[config.mk]
export PLATFORM = sky130hd
export DESIGN_NAME = disp_scan_mux
export DESIGN_NICKNAME = d
export VERILOG_FILES = /design/src/rtl/disp_pkg.sv /design/src/rtl/scan_tick_gen.sv /design/src/rtl/disp_scan_mux.sv
export SDC_FILE = /design/constraint.sdc
export NUM_CORES = 1
export LEC_CHECK = 0
export ABC_AREA = 1
export CAP_MARGIN = 0
export CELL_PAD_IN_SITES_DETAIL_PLACEMENT = 0
export CELL_PAD_IN_SITES_GLOBAL_PLACEMENT = 2
export CORE_UTILIZATION = 37
export CTS_BUF_LIST = sky130_fd_sc_hd__clkbuf_4
export CTS_CLUSTER_DIAMETER = 40
export DETAILED_ROUTE_END_ITERATION = 12
export GPL_ROUTABILITY_DRIVEN = 0
export PLACE_DENSITY = 0.94
export SYNTH_ARGS = -nofsm -noshare
export SYNTH_HDL_FRONTEND = slang
export SYNTH_HIERARCHICAL = 1
export SYNTH_SLANG_ARGS = --single-unit
[constraint.sdc]
create_clock -name clk -period 3.6 [get_ports clk]
set_input_delay 0.72 -clock clk [delete_from_list [all_inputs] [get_ports clk]]
set_output_delay 0.72 -clock clk [all_outputs]
set_load 0.05 [all_outputs]
[src/rtl/disp_pkg.sv]
// Shared constants and digit helpers for the multiplexed hex display scanner.
package disp_pkg;

   localparam int NUM_DIGITS = 4;
   localparam int DIGIT_W    = 4;
   localparam int IDX_W      = 2;
   localparam int VALUE_W    = NUM_DIGITS * DIGIT_W;

   localparam logic [NUM_DIGITS-1:0] DIGIT_EN_RESET = 4'b1110;
   localparam logic [IDX_W-1:0]      LAST_IDX       = IDX_W'(NUM_DIGITS - 1);

   // Active-low one-hot select: the reset pattern rotated left by idx.
   function automatic logic [NUM_DIGITS-1:0] digit_sel_n(input logic [IDX_W-1:0] idx);
      logic [2*NUM_DIGITS-1:0] dbl;
      dbl = {DIGIT_EN_RESET, DIGIT_EN_RESET} << idx;
      return dbl[2*NUM_DIGITS-1 -: NUM_DIGITS];
   endfunction

   function automatic logic [DIGIT_W-1:0] digit_of(input logic [VALUE_W-1:0] v,
                                                   input logic [IDX_W-1:0]   idx);
      return v[int'(idx)*DIGIT_W +: DIGIT_W];
   endfunction

   // True when digit idx (> 0) and every digit above it are zero.
   function automatic logic lead_zero(input logic [VALUE_W-1:0] v,
                                      input logic [IDX_W-1:0]   idx);
      logic z;
      z = (idx != '0);
      for (int i = 0; i < NUM_DIGITS; i++) begin
         if (i >= int'(idx) && v[i*DIGIT_W +: DIGIT_W] != '0) z = 1'b0;
      end
      return z;
   endfunction

endpackage

[src/rtl/scan_tick_gen.sv]
// Digit-slot prescaler: counts 0..PRESCALE-1 and flags the last count of each slot.
module scan_tick_gen #(
   parameter int unsigned PRESCALE = 1000
) (
   input  logic clk,
   input  logic rst_n,
   output logic tick
);

   localparam int CNT_W = (PRESCALE > 2) ? $clog2(PRESCALE) : 1;
   localparam logic [CNT_W-1:0] LAST = CNT_W'(PRESCALE - 1);

   logic [CNT_W-1:0] cnt_q;
   logic [CNT_W-1:0] cnt_d;

   always_comb begin
      tick  = (cnt_q == LAST);
      cnt_d = tick ? '0 : cnt_q + CNT_W'(1);
   end

   always_ff @(posedge clk or negedge rst_n) begin
      if (!rst_n) begin
         cnt_q <= '0;
      end else begin
         cnt_q <= cnt_d;
      end
   end

endmodule

[src/rtl/disp_scan_mux.sv]
// Four-digit hex display scanner; new values are committed only at the frame wrap.
// Define LEADING_ZERO_BLANK_EN to suppress leading zero digits above digit 0.
module disp_scan_mux
   import disp_pkg::*;
#(
   parameter int unsigned PRESCALE = 1000
) (
   input  logic                  clk,
   input  logic                  rst_n,
   input  logic                  load,
   input  logic [VALUE_W-1:0]    value,
   output logic                  load_ack,
   output logic [DIGIT_W-1:0]    hex_digit,
   output logic [NUM_DIGITS-1:0] digit_en_n,
   output logic                  frame_tick,
   output logic                  blank
);

   logic                 tick;
   logic                 wrap;
   logic [IDX_W-1:0]     idx_q,        idx_d;
   logic [VALUE_W-1:0]   disp_q,       disp_d;
   logic [VALUE_W-1:0]   pend_q,       pend_d;
   logic                 pend_vld_q,   pend_vld_d;
   logic                 load_ack_q,   load_ack_d;
   logic                 frame_tick_q, frame_tick_d;
   logic                 blank_c;

   scan_tick_gen #(
      .PRESCALE (PRESCALE)
   ) u_tick (
      .clk   (clk),
      .rst_n (rst_n),
      .tick  (tick)
   );

   // Commit uses the pending value held before this cycle, so a simultaneous
   // load simply becomes the next pending value.
   always_comb begin
      wrap         = tick && (idx_q == LAST_IDX);
      idx_d        = tick ? idx_q + IDX_W'(1) : idx_q;
      disp_d       = disp_q;
      pend_d       = pend_q;
      pend_vld_d   = pend_vld_q;
      load_ack_d   = 1'b0;
      frame_tick_d = wrap;
      if (wrap && pend_vld_q) begin
         disp_d     = pend_q;
         pend_vld_d = 1'b0;
         load_ack_d = 1'b1;
      end
      if (load) begin
         pend_d     = value;
         pend_vld_d = 1'b1;
      end
   end

   always_ff @(posedge clk or negedge rst_n) begin
      if (!rst_n) begin
         idx_q        <= '0;
         disp_q       <= '0;
         pend_q       <= '0;
         pend_vld_q   <= 1'b0;
         load_ack_q   <= 1'b0;
         frame_tick_q <= 1'b0;
      end else begin
         idx_q        <= idx_d;
         disp_q       <= disp_d;
         pend_q       <= pend_d;
         pend_vld_q   <= pend_vld_d;
         load_ack_q   <= load_ack_d;
         frame_tick_q <= frame_tick_d;
      end
   end

`ifdef LEADING_ZERO_BLANK_EN
   always_comb begin
      blank_c = lead_zero(disp_q, idx_q);
   end
`else
   always_comb begin
      blank_c = 1'b0;
   end
`endif

   always_comb begin
      hex_digit  = digit_of(disp_q, idx_q);
      digit_en_n = blank_c ? '1 : digit_sel_n(idx_q);
      blank      = blank_c;
      load_ack   = load_ack_q;
      frame_tick = frame_tick_q;
   end

endmodule

==> flow_metrics.tcl <==
set metrics [dict create \
    status "finished, final reports clean" \
    fillers 565 \
    period_share_pct 81.9 \
    grt_use_total_pct 13.9 \
    start_kind "register" \
    timing.hold.ws_ns 0.500 \
    ant_nets 0 \
    synth_top_area_cell "dfrtp_1" \
    cts-root-buf "clkbuf_4" \
    synth_top_family_by_area "simple AND/OR/NAND/NOR gates" \
    hp-class "reg -> reg" \
    n_antenna_cell 0 \
    cts_hold_repair.buffers 0 \
    skew_ns 0.0156 \
    cp_data_arrival_time_ns 2.23 \
    setup_tns_ns 0 \
    synth_cell_types 23 \
    p_per_area_nw_per_um2 332 \
    chipHeight_um 79.5 \
    io_pins 30 \
    layout.nets 306 \
    synthArstFlopShare_pct 100 \
    synth-compound-area-share_pct 11.3 \
    ys_seq_elements 47 \
    hold_viol 0 \
    io_buffer_count 28 \
    required_ns 2.88 \
    yosys_warnings 6 \
    maxCapViolations 0 \
    yosys.area.top_type_share_pct 53.0 \
    slew_headroom_pct 31.0 \
    avgSynthCellArea_um2 8.71 \
    synth_most_common_cell "nand2_1" \
    ir_drop_v 0.000186 \
    cpPeakStageDelay_ns 0.79 \
    finalInstanceArea_um2 2580 \
    yosys-top-cells-area "dfrtp_1 53%, nand2_1 12%, inv_1 7.9%" \
    dr.pass1.iters 4 \
    dp_hpwl_um 2520 \
    worstMarginPinSlew_ns 1.03 \
    rsz0062_at_grt "no" \
    cpMaxStageDelayCell "clkdlybuf4s50_1" \
    drv_slew 0 \
    initial_core_util_pct 39.4 \
    clock_latency_ns 0.36 \
    cts_buffer_depth 2 \
    numCtsBuffers 5 \
    synthFlopType "dfrtp_1" \
    grt_pass1_wl_um 6790 \
    postSynthCellCount 255 \
    fmax_ghz 0.339 \
    synthesis.area_um2 2220 \
    cts_tree "built" \
    synthXorXnorAreaFrac_pct 1.18 \
    worstPathMaxFanout 12 \
    synthAdderAreaFrac_pct 2.82 \
    rows 27 \
    area_growth_pct 16.3 \
    power.total_mw 0.857 \
    finalSetupViolations 0 \
    vias_per_cell 4.27 \
    dp_cells 347 \
    drc 0 \
    clk_pin_slew_ns 0.14 \
    synth_fp_nets 279 \
    crit_path_end_kind "output port" \
    postPlaceCellArea_um2 2530 \
    vias 1515 \
    drive_gt1_share_pct 14.1 \
    ys_top_cells_by_count "71 x nand2_1, 47 x dfrtp_1, 47 x inv_1, 17 x o21ai_0, 16 x o21ai_2" \
    die_w_um 79.5 \
    antenna_found_initial 0 \
    clock_sinks 47 \
    core_area_um2 5640 \
    grt_pass1_vias 1512 \
    period_minus_slack_ns 2.95 \
    layout.cells.non_filler 355 \
    yosysSeqAreaShare_pct 53.0 \
    path_cells "inv_2 > ha_1 > inv_1 > clkdlybuf4s50_1" \
    yosys.area_share.simple_pct 20.4 \
    synth_mux_area_share_pct 0 \
    grt_max_degree 48 \
    postRouteWirelength_um 3610 \
    postCtsSetupBuffers 0 \
    synth_edf_count 0 \
    drt-initial-drc-count 75 \
    crit_type "reg -> out" \
    cts.htree.levels 2 \
    wire_per_inst_um 10.2 \
    cellLeakagePower_nw 1.27 \
    dieArea_um2 6320 \
    grt-ovfl-total 0 \
    cts_resized 0 \
]
[metrics by stage]
step | setup slack, ns | util, %
4_1_cts | 0.605 | 45.8
6_report | 0.651 | 45.8
5_1_grt | 0.474 | 45.8
2_1_floorplan | 1.75 | -
3_5_place_dp | 1.04 | 44.8
3_3_place_gp | 1.08 | 44.8
[cell usage in the layout (no fill, tap or decap)]
master / instances
a21o_1: 1
a21oi_1: 2
buf_2: 1
clkbuf_4: 6
clkdlybuf4s50_1: 27
clkinv_2: 2
clkinvlp_4: 1
conb_1: 1
dfrtp_1: 47
ha_1: 5
inv_1: 47
inv_2: 2
nand2_1: 71
nand2_2: 2
nand3_1: 11
nand3_2: 2
nand3_4: 1
nor2_1: 10
nor2_2: 7
o21ai_0: 17
o21ai_2: 16
o21bai_1: 1
xor2_1: 3
[power by group]
group	total, mW	switching [mW]	leakage, nW	internal, mW
sequential	0.547	0.00384	0.608	0.544
clock	0.251	0.168	0.0317	0.0832
combinational	0.0586	0.0348	0.627	0.0238
total	0.857	0.206	1.27	0.651
[flip-flops by register name, summed over array words and instances (netlist names)]
| name | cells |
|---|---|
| disp_q | 16 |
| pend_q | 16 |
| u_tick/cnt_q | 10 |
| idx_q | 2 |
| frame_tick | 1 |
| load_ack | 1 |
| pend_vld_q | 1 |
[layer usage]
layer | vias up | wire length, um | global-route usage [%] | share of wire [%]
li1 | 819 | - | - | -
met1 | 666 | 1760 | 17.6 | 49
met2 | 24 | 1670 | 22.7 | 46
met3 | 6 | 130 | 3.54 | 3.6
met4 | 0 | 54 | 4.91 | 1.5
met5 | - | 0 | 0 | 0
[cells by family after synthesis]
| group | Yosys count |
|---|---|
| other | 1 |
| flip-flops | 47 |
| AO/OA/AOI/OAI | 37 |
| AND/OR/NAND/NOR | 104 |
| adder cells (fa/ha/maj) | 5 |
| buffers and inverters | 58 |
| XOR/XNOR | 3 |
[path summary, 6_finish.rpt]
check,from,to,slack (ns),cells after the start
setup / recovery,idx_q[0],digit_en_n[0],0.65,4
hold / removal,disp_q[0],disp_q[0],0.50,2
setup reg to reg,u_tick/cnt_q[0],disp_q[4],1.68,8
hold reg to reg,disp_q[0],disp_q[0],0.50,2
max in group asynchronous,rst_n,disp_q[5],2.43,1
min in group asynchronous,rst_n,u_tick/cnt_q[0],0.53,1
[critical path, delay by kind of cell (launching register included)]
family / cells / cell delay [ns]
buffers and inverters: 3 / 1.01
DFF: 1 / 0.61
adders and majority gates: 1 / 0.24
[final cells by class]
| cell class | instances | area [um^2] | area share (%) |
|---|---|---|---|
| clock buffer | 6 | 45.0 | 1.74 |
| clock inverter | 2 | 12.5 | 0.484 |
| inverter | 50 | 189 | 7.31 |
| multi-input combinational | 150 | 796 | 30.8 |
| sequential | 47 | 1180 | 45.5 |
| tap | 72 | 90.1 | 3.49 |
| timing repair buffer | 28 | 275 | 10.7 |
Power figures use the tool's default switching activity.
